## config.mk

```make
export PLATFORM = sky130hd
export DESIGN_NAME = fifo_burst_writer_flat
export DESIGN_NICKNAME = d
export VERILOG_FILES = /design/src/rtl/fifo_burst_writer_if.sv /design/src/rtl/fifo_burst_writer.sv /design/src/flat_wrapper.sv
export SDC_FILE = /design/constraint.sdc
export NUM_CORES = 1
export LEC_CHECK = 0
export CORE_UTILIZATION = 45
export DETAILED_ROUTE_END_ITERATION = 12
export PLACE_DENSITY_LB_ADDON = 0.25
export SKIP_CTS_REPAIR_TIMING = 1
export SYNTH_ARGS = -nofsm -noshare
export SYNTH_HDL_FRONTEND = slang
export SYNTH_SLANG_ARGS = --single-unit
```

## constraint.sdc

```tcl
create_clock -name clk_wr -period 6.1 [get_ports clk_wr]
set_clock_uncertainty 0.15 [all_clocks]
set_input_delay 1.22 -clock clk_wr [delete_from_list [all_inputs] [get_ports clk_wr]]
set_output_delay 1.22 -clock clk_wr [all_outputs]
set_load 0.02 [all_outputs]
```

## src/rtl/fifo_burst_writer_if.sv

```systemverilog
// Stream and FIFO write-port bundle for fifo_burst_writer.
// Latency: none, wires only.
// Backpressure: s_ready toward upstream; full/prog_full from the FIFO.
// Ports: s_data/s_valid/s_last/s_ready upstream stream; din/wr_en FIFO write;
//        full/prog_full/wr_ack/overflow FIFO status and write response.
interface fifo_burst_writer_if #(
   parameter int data_width = 8
);
   logic [data_width-1:0] s_data;
   logic                  s_valid;
   logic                  s_last;
   logic                  s_ready;
   logic [data_width-1:0] din;
   logic                  wr_en;
   logic                  full;
   logic                  prog_full;
   logic                  wr_ack;
   logic                  overflow;

   // master: the burst writer (consumes the stream, drives the FIFO write port)
   modport master (
      input  s_data, s_valid, s_last,
      output s_ready,
      output din, wr_en,
      input  full, prog_full, wr_ack, overflow
   );

   // slave: the surroundings (upstream source plus the FIFO)
   modport slave (
      output s_data, s_valid, s_last,
      input  s_ready,
      input  din, wr_en,
      output full, prog_full, wr_ack, overflow
   );
endinterface

```

## src/rtl/fifo_burst_writer.sv

```systemverilog
// Burst-gated producer for the write port of the dual-clock FIFO, with ack checking and stats.
// Latency: handshake -> wr_en 1 cycle; wr_en -> wr_ack/overflow checked 1 cycle later.
// Backpressure: s_ready only in BURST with full low and beats left; bursts start only with prog_full low.
// Ports: clk_wr, rst (sync, active-low); enable gates new bursts; bus = stream + FIFO write port;
//        busy, burst_done, wr_count, drop_count, err/err_clr status.
module fifo_burst_writer #(
   parameter int data_width    = 8,
   parameter int burst_len     = 16,
   parameter int settle_cycles = 3,
   parameter int cnt_width     = 32
) (
   input  logic                 clk_wr,
   input  logic                 rst,
   input  logic                 enable,
   fifo_burst_writer_if.master  bus,
   output logic                 busy,
   output logic                 burst_done,
   output logic [cnt_width-1:0] wr_count,
   output logic [15:0]          drop_count,
   output logic                 err,
   input  logic                 err_clr
);

   typedef enum logic [1:0] {IDLE, BURST, SETTLE} state_t;

   // burst_len is at most 255 and settle_cycles at most 15
   localparam logic [7:0] BEATS_INIT  = 8'(burst_len);
   localparam logic [3:0] SETTLE_INIT = 4'(settle_cycles - 1);

   state_t     state;
   state_t     state_nxt;
   logic [7:0] beats_left;
   logic [3:0] settle_left;
   logic       hs;
   logic       burst_end;
   logic       burst_start;
   logic       ack_exp;
   logic       err_set;

   always_ff @(posedge clk_wr) begin
      if (!rst) state <= IDLE;
      else      state <= state_nxt;
   end

   always_comb begin
      state_nxt   = state;
      bus.s_ready = 1'b0;
      hs          = 1'b0;
      burst_end   = 1'b0;
      burst_start = 1'b0;
      case (state)
         IDLE: begin
            if (enable && !bus.prog_full && bus.s_valid) begin
               burst_start = 1'b1;
               state_nxt   = BURST;
            end
         end
         BURST: begin
            // full stalls the burst without ending it
            bus.s_ready = !bus.full && (beats_left != 8'd0);
            hs          = bus.s_valid && bus.s_ready;
            // last beat and s_last together still give one exit
            burst_end   = hs && ((beats_left == 8'd1) || bus.s_last);
            if (burst_end) state_nxt = SETTLE;
         end
         SETTLE: begin
            if (settle_left == 4'd0) state_nxt = IDLE;
         end
         default: state_nxt = IDLE;
      endcase
   end

   assign busy = (state != IDLE);

   always_ff @(posedge clk_wr) begin
      if (!rst) begin
         bus.din     <= '0;
         bus.wr_en   <= 1'b0;
         burst_done  <= 1'b0;
         beats_left  <= 8'd0;
         settle_left <= 4'd0;
         ack_exp     <= 1'b0;
      end else begin
         bus.wr_en  <= hs;
         if (hs) bus.din <= bus.s_data;
         burst_done <= burst_end;
         ack_exp    <= bus.wr_en;

         if (burst_start)  beats_left <= BEATS_INIT;
         else if (hs)      beats_left <= beats_left - 8'd1;

         // loaded so that SETTLE lasts exactly settle_cycles cycles
         if (burst_end)                                  settle_left <= SETTLE_INIT;
         else if (state == SETTLE && settle_left != 4'd0) settle_left <= settle_left - 4'd1;
      end
   end

   // Every write must get exactly one of wr_ack/overflow, nothing may answer a
   // non-write, and any overflow means the prog_full gating failed.
   assign err_set = (ack_exp && (bus.wr_ack == bus.overflow)) ||
                    (!ack_exp && (bus.wr_ack || bus.overflow)) ||
                    bus.overflow;

   always_ff @(posedge clk_wr) begin
      if (!rst) begin
         wr_count   <= '0;
         drop_count <= 16'd0;
         err        <= 1'b0;
      end else begin
         if (bus.wr_ack) wr_count <= wr_count + cnt_width'(1);
         if (bus.overflow && drop_count != 16'hFFFF) drop_count <= drop_count + 16'd1;
         // a new error in the clearing cycle keeps err set
         err <= err_set || (err && !err_clr);
      end
   end

endmodule

```

## src/flat_wrapper.sv

```systemverilog
// flat-port wrapper written by rule: the top's interface ports become plain ports
module fifo_burst_writer_flat 
#(
   parameter int data_width    = 8,
   parameter int burst_len     = 16,
   parameter int settle_cycles = 3,
   parameter int cnt_width     = 32
)
  (clk_wr, rst, enable, busy, burst_done, wr_count, drop_count, err, err_clr, bus_s_data, bus_s_valid, bus_s_last, bus_s_ready, bus_din, bus_wr_en, bus_full, bus_prog_full, bus_wr_ack, bus_overflow);
  fifo_burst_writer_if #(.data_width(data_width)) bus_i ();
  input  logic clk_wr;
  input  logic rst;
  input  logic enable;
  output logic busy;
  output logic burst_done;
  output logic [cnt_width-1:0] wr_count;
  output logic [15:0] drop_count;
  output logic err;
  input  logic err_clr;
  input wire logic [$bits(bus_i.s_data)-1:0] bus_s_data;
  input wire logic [$bits(bus_i.s_valid)-1:0] bus_s_valid;
  input wire logic [$bits(bus_i.s_last)-1:0] bus_s_last;
  output wire logic [$bits(bus_i.s_ready)-1:0] bus_s_ready;
  output wire logic [$bits(bus_i.din)-1:0] bus_din;
  output wire logic [$bits(bus_i.wr_en)-1:0] bus_wr_en;
  input wire logic [$bits(bus_i.full)-1:0] bus_full;
  input wire logic [$bits(bus_i.prog_full)-1:0] bus_prog_full;
  input wire logic [$bits(bus_i.wr_ack)-1:0] bus_wr_ack;
  input wire logic [$bits(bus_i.overflow)-1:0] bus_overflow;
  assign bus_i.s_data = bus_s_data;
  assign bus_i.s_valid = bus_s_valid;
  assign bus_i.s_last = bus_s_last;
  assign bus_s_ready = bus_i.s_ready;
  assign bus_din = bus_i.din;
  assign bus_wr_en = bus_i.wr_en;
  assign bus_i.full = bus_full;
  assign bus_i.prog_full = bus_prog_full;
  assign bus_i.wr_ack = bus_wr_ack;
  assign bus_i.overflow = bus_overflow;
  fifo_burst_writer #(.data_width(data_width), .burst_len(burst_len), .settle_cycles(settle_cycles), .cnt_width(cnt_width)) u_core (.clk_wr(clk_wr), .rst(rst), .enable(enable), .bus(bus_i), .busy(busy), .burst_done(burst_done), .wr_count(wr_count), .drop_count(drop_count), .err(err), .err_clr(err_clr));
endmodule
```

==> run_summary.xml <==
<?xml version="1.0" encoding="UTF-8"?>
<metrics>
  <group name="detailed_routing">
    <metric name="drt-pass1-iter-count" unit="">4</metric>
    <metric name="via_count" unit="">3255</metric>
    <metric name="remaining_drc_errors" unit="">0</metric>
    <metric name="ant_nets" unit="">0</metric>
    <metric name="route.final.wire_length" unit="um">8525</metric>
    <metric name="drt_first_iter_violations" unit="">160</metric>
    <metric name="per_cell_routed_wire_length" unit="um">14.85</metric>
    <metric name="vias_per_std_cell" unit="">5.671</metric>
  </group>
  <group name="setup_path">
    <metric name="cp_data_required_time" unit="ps">4730</metric>
    <metric name="critPathSlowestCell" unit="">sky130_fd_sc_hd__clkdlybuf4s50_1</metric>
    <metric name="critPathMaxFanout" unit="">3</metric>
    <metric name="critical_path_class" unit="">in2out</metric>
    <metric name="ff2ff_setup_slack" unit="ps">3610</metric>
    <metric name="critical_path.endpoint_type" unit="">primary output</metric>
    <metric name="cp_common_cell" unit="">sky130_fd_sc_hd__clkdlybuf4s50_1</metric>
    <metric name="crit_path_start_kind" unit="">input pin</metric>
    <metric name="timing.critical_path.cells" unit="">clkdlybuf4s50_1, a311oi_1, clkdlybuf4s50_1</metric>
    <metric name="critPathArrivalTime" unit="ps">2710</metric>
    <metric name="slowest_delay" unit="ps">690</metric>
  </group>
  <group name="flow_run">
    <metric name="maxCapViolations" unit="">0</metric>
  </group>
  <group name="die">
    <metric name="starting_density_of_the_core" unit="%">47.16</metric>
    <metric name="chipHeight" unit="um">89.89</metric>
    <metric name="io_pins" unit="">79</metric>
    <metric name="design.die.area" unit="sq um">8079</metric>
    <metric name="die_span_x" unit="um">89.89</metric>
    <metric name="rows" unit="">31</metric>
    <metric name="fp.coreArea" unit="sq um">7370</metric>
  </group>
  <group name="logic_synthesis">
    <metric name="syn-mean-instance-area" unit="sq um">8.733</metric>
    <metric name="synth_enable_flop_cells" unit="">0</metric>
    <metric name="post_synth_num_cell_types" unit="">50</metric>
    <metric name="yosysWarnings" unit="">0</metric>
    <metric name="synth_sequential_area_ratio" unit="%">42.62</metric>
    <metric name="synth_seq_cells" unit="">74</metric>
    <metric name="yosysTopAreaCell" unit="">sky130_fd_sc_hd__dfxtp_1</metric>
    <metric name="synth_flop_cell" unit="">sky130_fd_sc_hd__dfxtp_1</metric>
    <metric name="asyncSetResetFlopFracSynth" unit="%">0</metric>
    <metric name="synth_top_cell_area_share" unit="%">42.62</metric>
    <metric name="synth.net_count" unit="">423</metric>
    <metric name="post_synth_main_area_contributors" unit="">sky130_fd_sc_hd__dfxtp_1 43%, sky130_fd_sc_hd__a21oi_1 4.3%, sky130_fd_sc_hd__nor2_1 3.9%</metric>
    <metric name="postSynthCellCount" unit="">398</metric>
    <metric name="mappedNetlistArea" unit="sq um">3476</metric>
  </group>
  <group name="finish">
    <metric name="design.final.nets" unit="">495</metric>
    <metric name="final_common_cell" unit="">sky130_fd_sc_hd__clkdlybuf4s50_1</metric>
    <metric name="antennaDiodeCount" unit="">0</metric>
    <metric name="most_used_cells_in_the_layout_excluding_fill_and_tap_cells" unit="">78 x sky130_fd_sc_hd__clkdlybuf4s50_1, 74 x sky130_fd_sc_hd__dfxtp_1, 36 x sky130_fd_sc_hd__nor2_1</metric>
    <metric name="share_of_cells_above_drive_strength_1" unit="%">5.684</metric>
    <metric name="final_cell_count_no_fill" unit="">574</metric>
    <metric name="area_growth" unit="%">30.81</metric>
  </group>
  <group name="place">
    <metric name="dp_cells" unit="">558</metric>
    <metric name="port-buffer-count" unit="">78</metric>
    <metric name="hpwlAfterDp" unit="um">5888</metric>
    <metric name="place.gp.congestion" unit="">0.8515</metric>
  </group>
  <group name="clocking">
    <metric name="clock_tree_from_tritoncts" unit="">done</metric>
    <metric name="clk_latency" unit="ps">340</metric>
    <metric name="clock_pin_slew_worst_setup_and_hold_paths" unit="ps">70</metric>
    <metric name="clock_tree.htree_level_count" unit="">3</metric>
    <metric name="root_buffer" unit="">sky130_fd_sc_hd__clkbuf_8</metric>
    <metric name="clk_path_buf_depth" unit="">2</metric>
    <metric name="cts-buffers-inserted" unit="">9</metric>
    <metric name="clock-sinks" unit="">74</metric>
  </group>
  <group name="power_and_ir_drop">
    <metric name="power.ir.vdd_worst" unit="V">0.0001084</metric>
    <metric name="power.density" unit="nW/um^2">219.9</metric>
    <metric name="lkg_pwr" unit="nW">1.590</metric>
  </group>
  <group name="hold_path">
    <metric name="hold_class" unit="">reg2reg</metric>
  </group>
  <group name="global_routing">
    <metric name="grt_pass1_vias" unit="">3135</metric>
    <metric name="pin_count_of_the_biggest_net_entering_global_routing" unit="">60</metric>
    <metric name="grt_pass1_wl" unit="um">14660</metric>
    <metric name="grt-ovfl-total" unit="">0</metric>
    <metric name="global_route.usage.total" unit="%">21.95</metric>
    <metric name="grt_antenna_before_repair" unit="">0</metric>
  </group>
  <group name="sta">
    <metric name="timing.final.hold_violations" unit="">0</metric>
    <metric name="rsz0062_at_grt" unit="">no</metric>
    <metric name="maxSlewViolCount" unit="">0</metric>
    <metric name="layout_worst_path_cycle_share" unit="%">66.94</metric>
    <metric name="highest_achievable_clock_rate" unit="MHz">244.9</metric>
    <metric name="setup-tns-final" unit="ps">0</metric>
    <metric name="layout_min_cycle_time" unit="ps">4084</metric>
    <metric name="worst_slew_margin_rel" unit="%">26.11</metric>
    <metric name="setup_viol" unit="">0</metric>
    <metric name="timing_worst_slew_pin_value" unit="ps">1098</metric>
  </group>
  <group name="status">
    <metric name="status" unit="">complete, no violations</metric>
  </group>
</metrics>
cell families after synthesis:
group                      after synthesis  share of synthesized area [%]
AOI/OAI and AO/OA                       86                          15.23
and+or+nand+nor                        167                          27.11
DFF                                     74                          42.62
muxes                                   13                          3.816
buffers and inverters                   33                          4.175
xor gates and xnor gates                18                          4.536
adders and majority gates                7                          2.520
layout make-up:
type	count	area, sq um
fill	652	2823
timing repair buffer	79	788.3
multi-input combinational	291	1849
clock buffer	13	178.9
inverter	15	56.30
clock inverter	3	68.82
sequential	74	1481
tap	99	123.9
worst max-delay path: cells and delay by family:
family          cells  cell delay, ps
compound gates      1             360
buf+inv             2            1130
report_power, final:
group          switching (mW)  internal (mW)
Sequential            0.00534          0.487
Combinational          0.0265         0.0232
Clock                   0.182          0.276
Total                   0.214          0.786
flip-flops by register name, summed over array words and instances, names as in the netlist:
signal              flops
u_core.ack_exp          1
u_core.beats_left       8
u_core.burst_done       1
u_core.bus.din          8
u_core.bus.wr_en        1
u_core.drop_count      16
u_core.err              1
u_core.settle_left      4
u_core.state            2
u_core.wr_count        32
synthesized netlist by cell type (4+ instances only):
cell,number
sky130_fd_sc_hd__nor4_1,4
sky130_fd_sc_hd__xor2_1,9
sky130_fd_sc_hd__nor2_1,36
sky130_fd_sc_hd__or3_1,16
sky130_fd_sc_hd__nand3_1,15
sky130_fd_sc_hd__inv_1,14
sky130_fd_sc_hd__o31ai_1,14
sky130_fd_sc_hd__and4_1,4
sky130_fd_sc_hd__o21a_1,4
sky130_fd_sc_hd__nor3_1,15
sky130_fd_sc_hd__mux2i_1,11
sky130_fd_sc_hd__ha_1,7
sky130_fd_sc_hd__clkbuf_1,12
sky130_fd_sc_hd__o21ai_0,18
sky130_fd_sc_hd__nand2_1,20
sky130_fd_sc_hd__and3_1,9
sky130_fd_sc_hd__nand4_1,14
sky130_fd_sc_hd__a31oi_1,5
sky130_fd_sc_hd__a21oi_1,30
sky130_fd_sc_hd__xnor2_1,9
sky130_fd_sc_hd__or4_1,18
sky130_fd_sc_hd__dfxtp_1,74
final timing paths:
| kind | cells after the start | end | from |
|---|---|---|---|
| max reg2reg | 5 | u_core.wr_count[20]$_SDFFE_PN0P_ | u_core.wr_count[0]$_SDFFE_PN0P_ |
| min reg2reg | 2 | u_core.err$_SDFF_PN0_ | u_core.err$_SDFF_PN0_ |
| max | 3 | bus_s_ready | bus_full |
| min | 2 | u_core.err$_SDFF_PN0_ | u_core.err$_SDFF_PN0_ |
through the flow:
step	util (%)	setup slack [ps]	total power, mW	hold slack (ps)	area [sq um]
2_1_floorplan	-	2860	0.5283	316.5	3476
3_3_place_gp	58.34	2088	0.5514	326.3	4299
3_5_place_dp	58.34	2039	0.5527	333.1	4299
4_1_cts	61.70	2034	1.009	344.4	4547
5_1_grt	61.70	1997	1.034	376.3	4547
6_report	61.70	2016	0.9999	346.2	4547
layer usage:
layer  vias up  share of wire [%]  routed length, um  GRT usage, %
met2        80                 49               4201         37.63
li1       1614                  -                  -             -
met5         -                  0                  0             0
met1      1548                 45               3859         27.09
met4         0                1.2                103         7.527
met3        13                4.2                360         4.992
(Power assumes the default switching activity.)
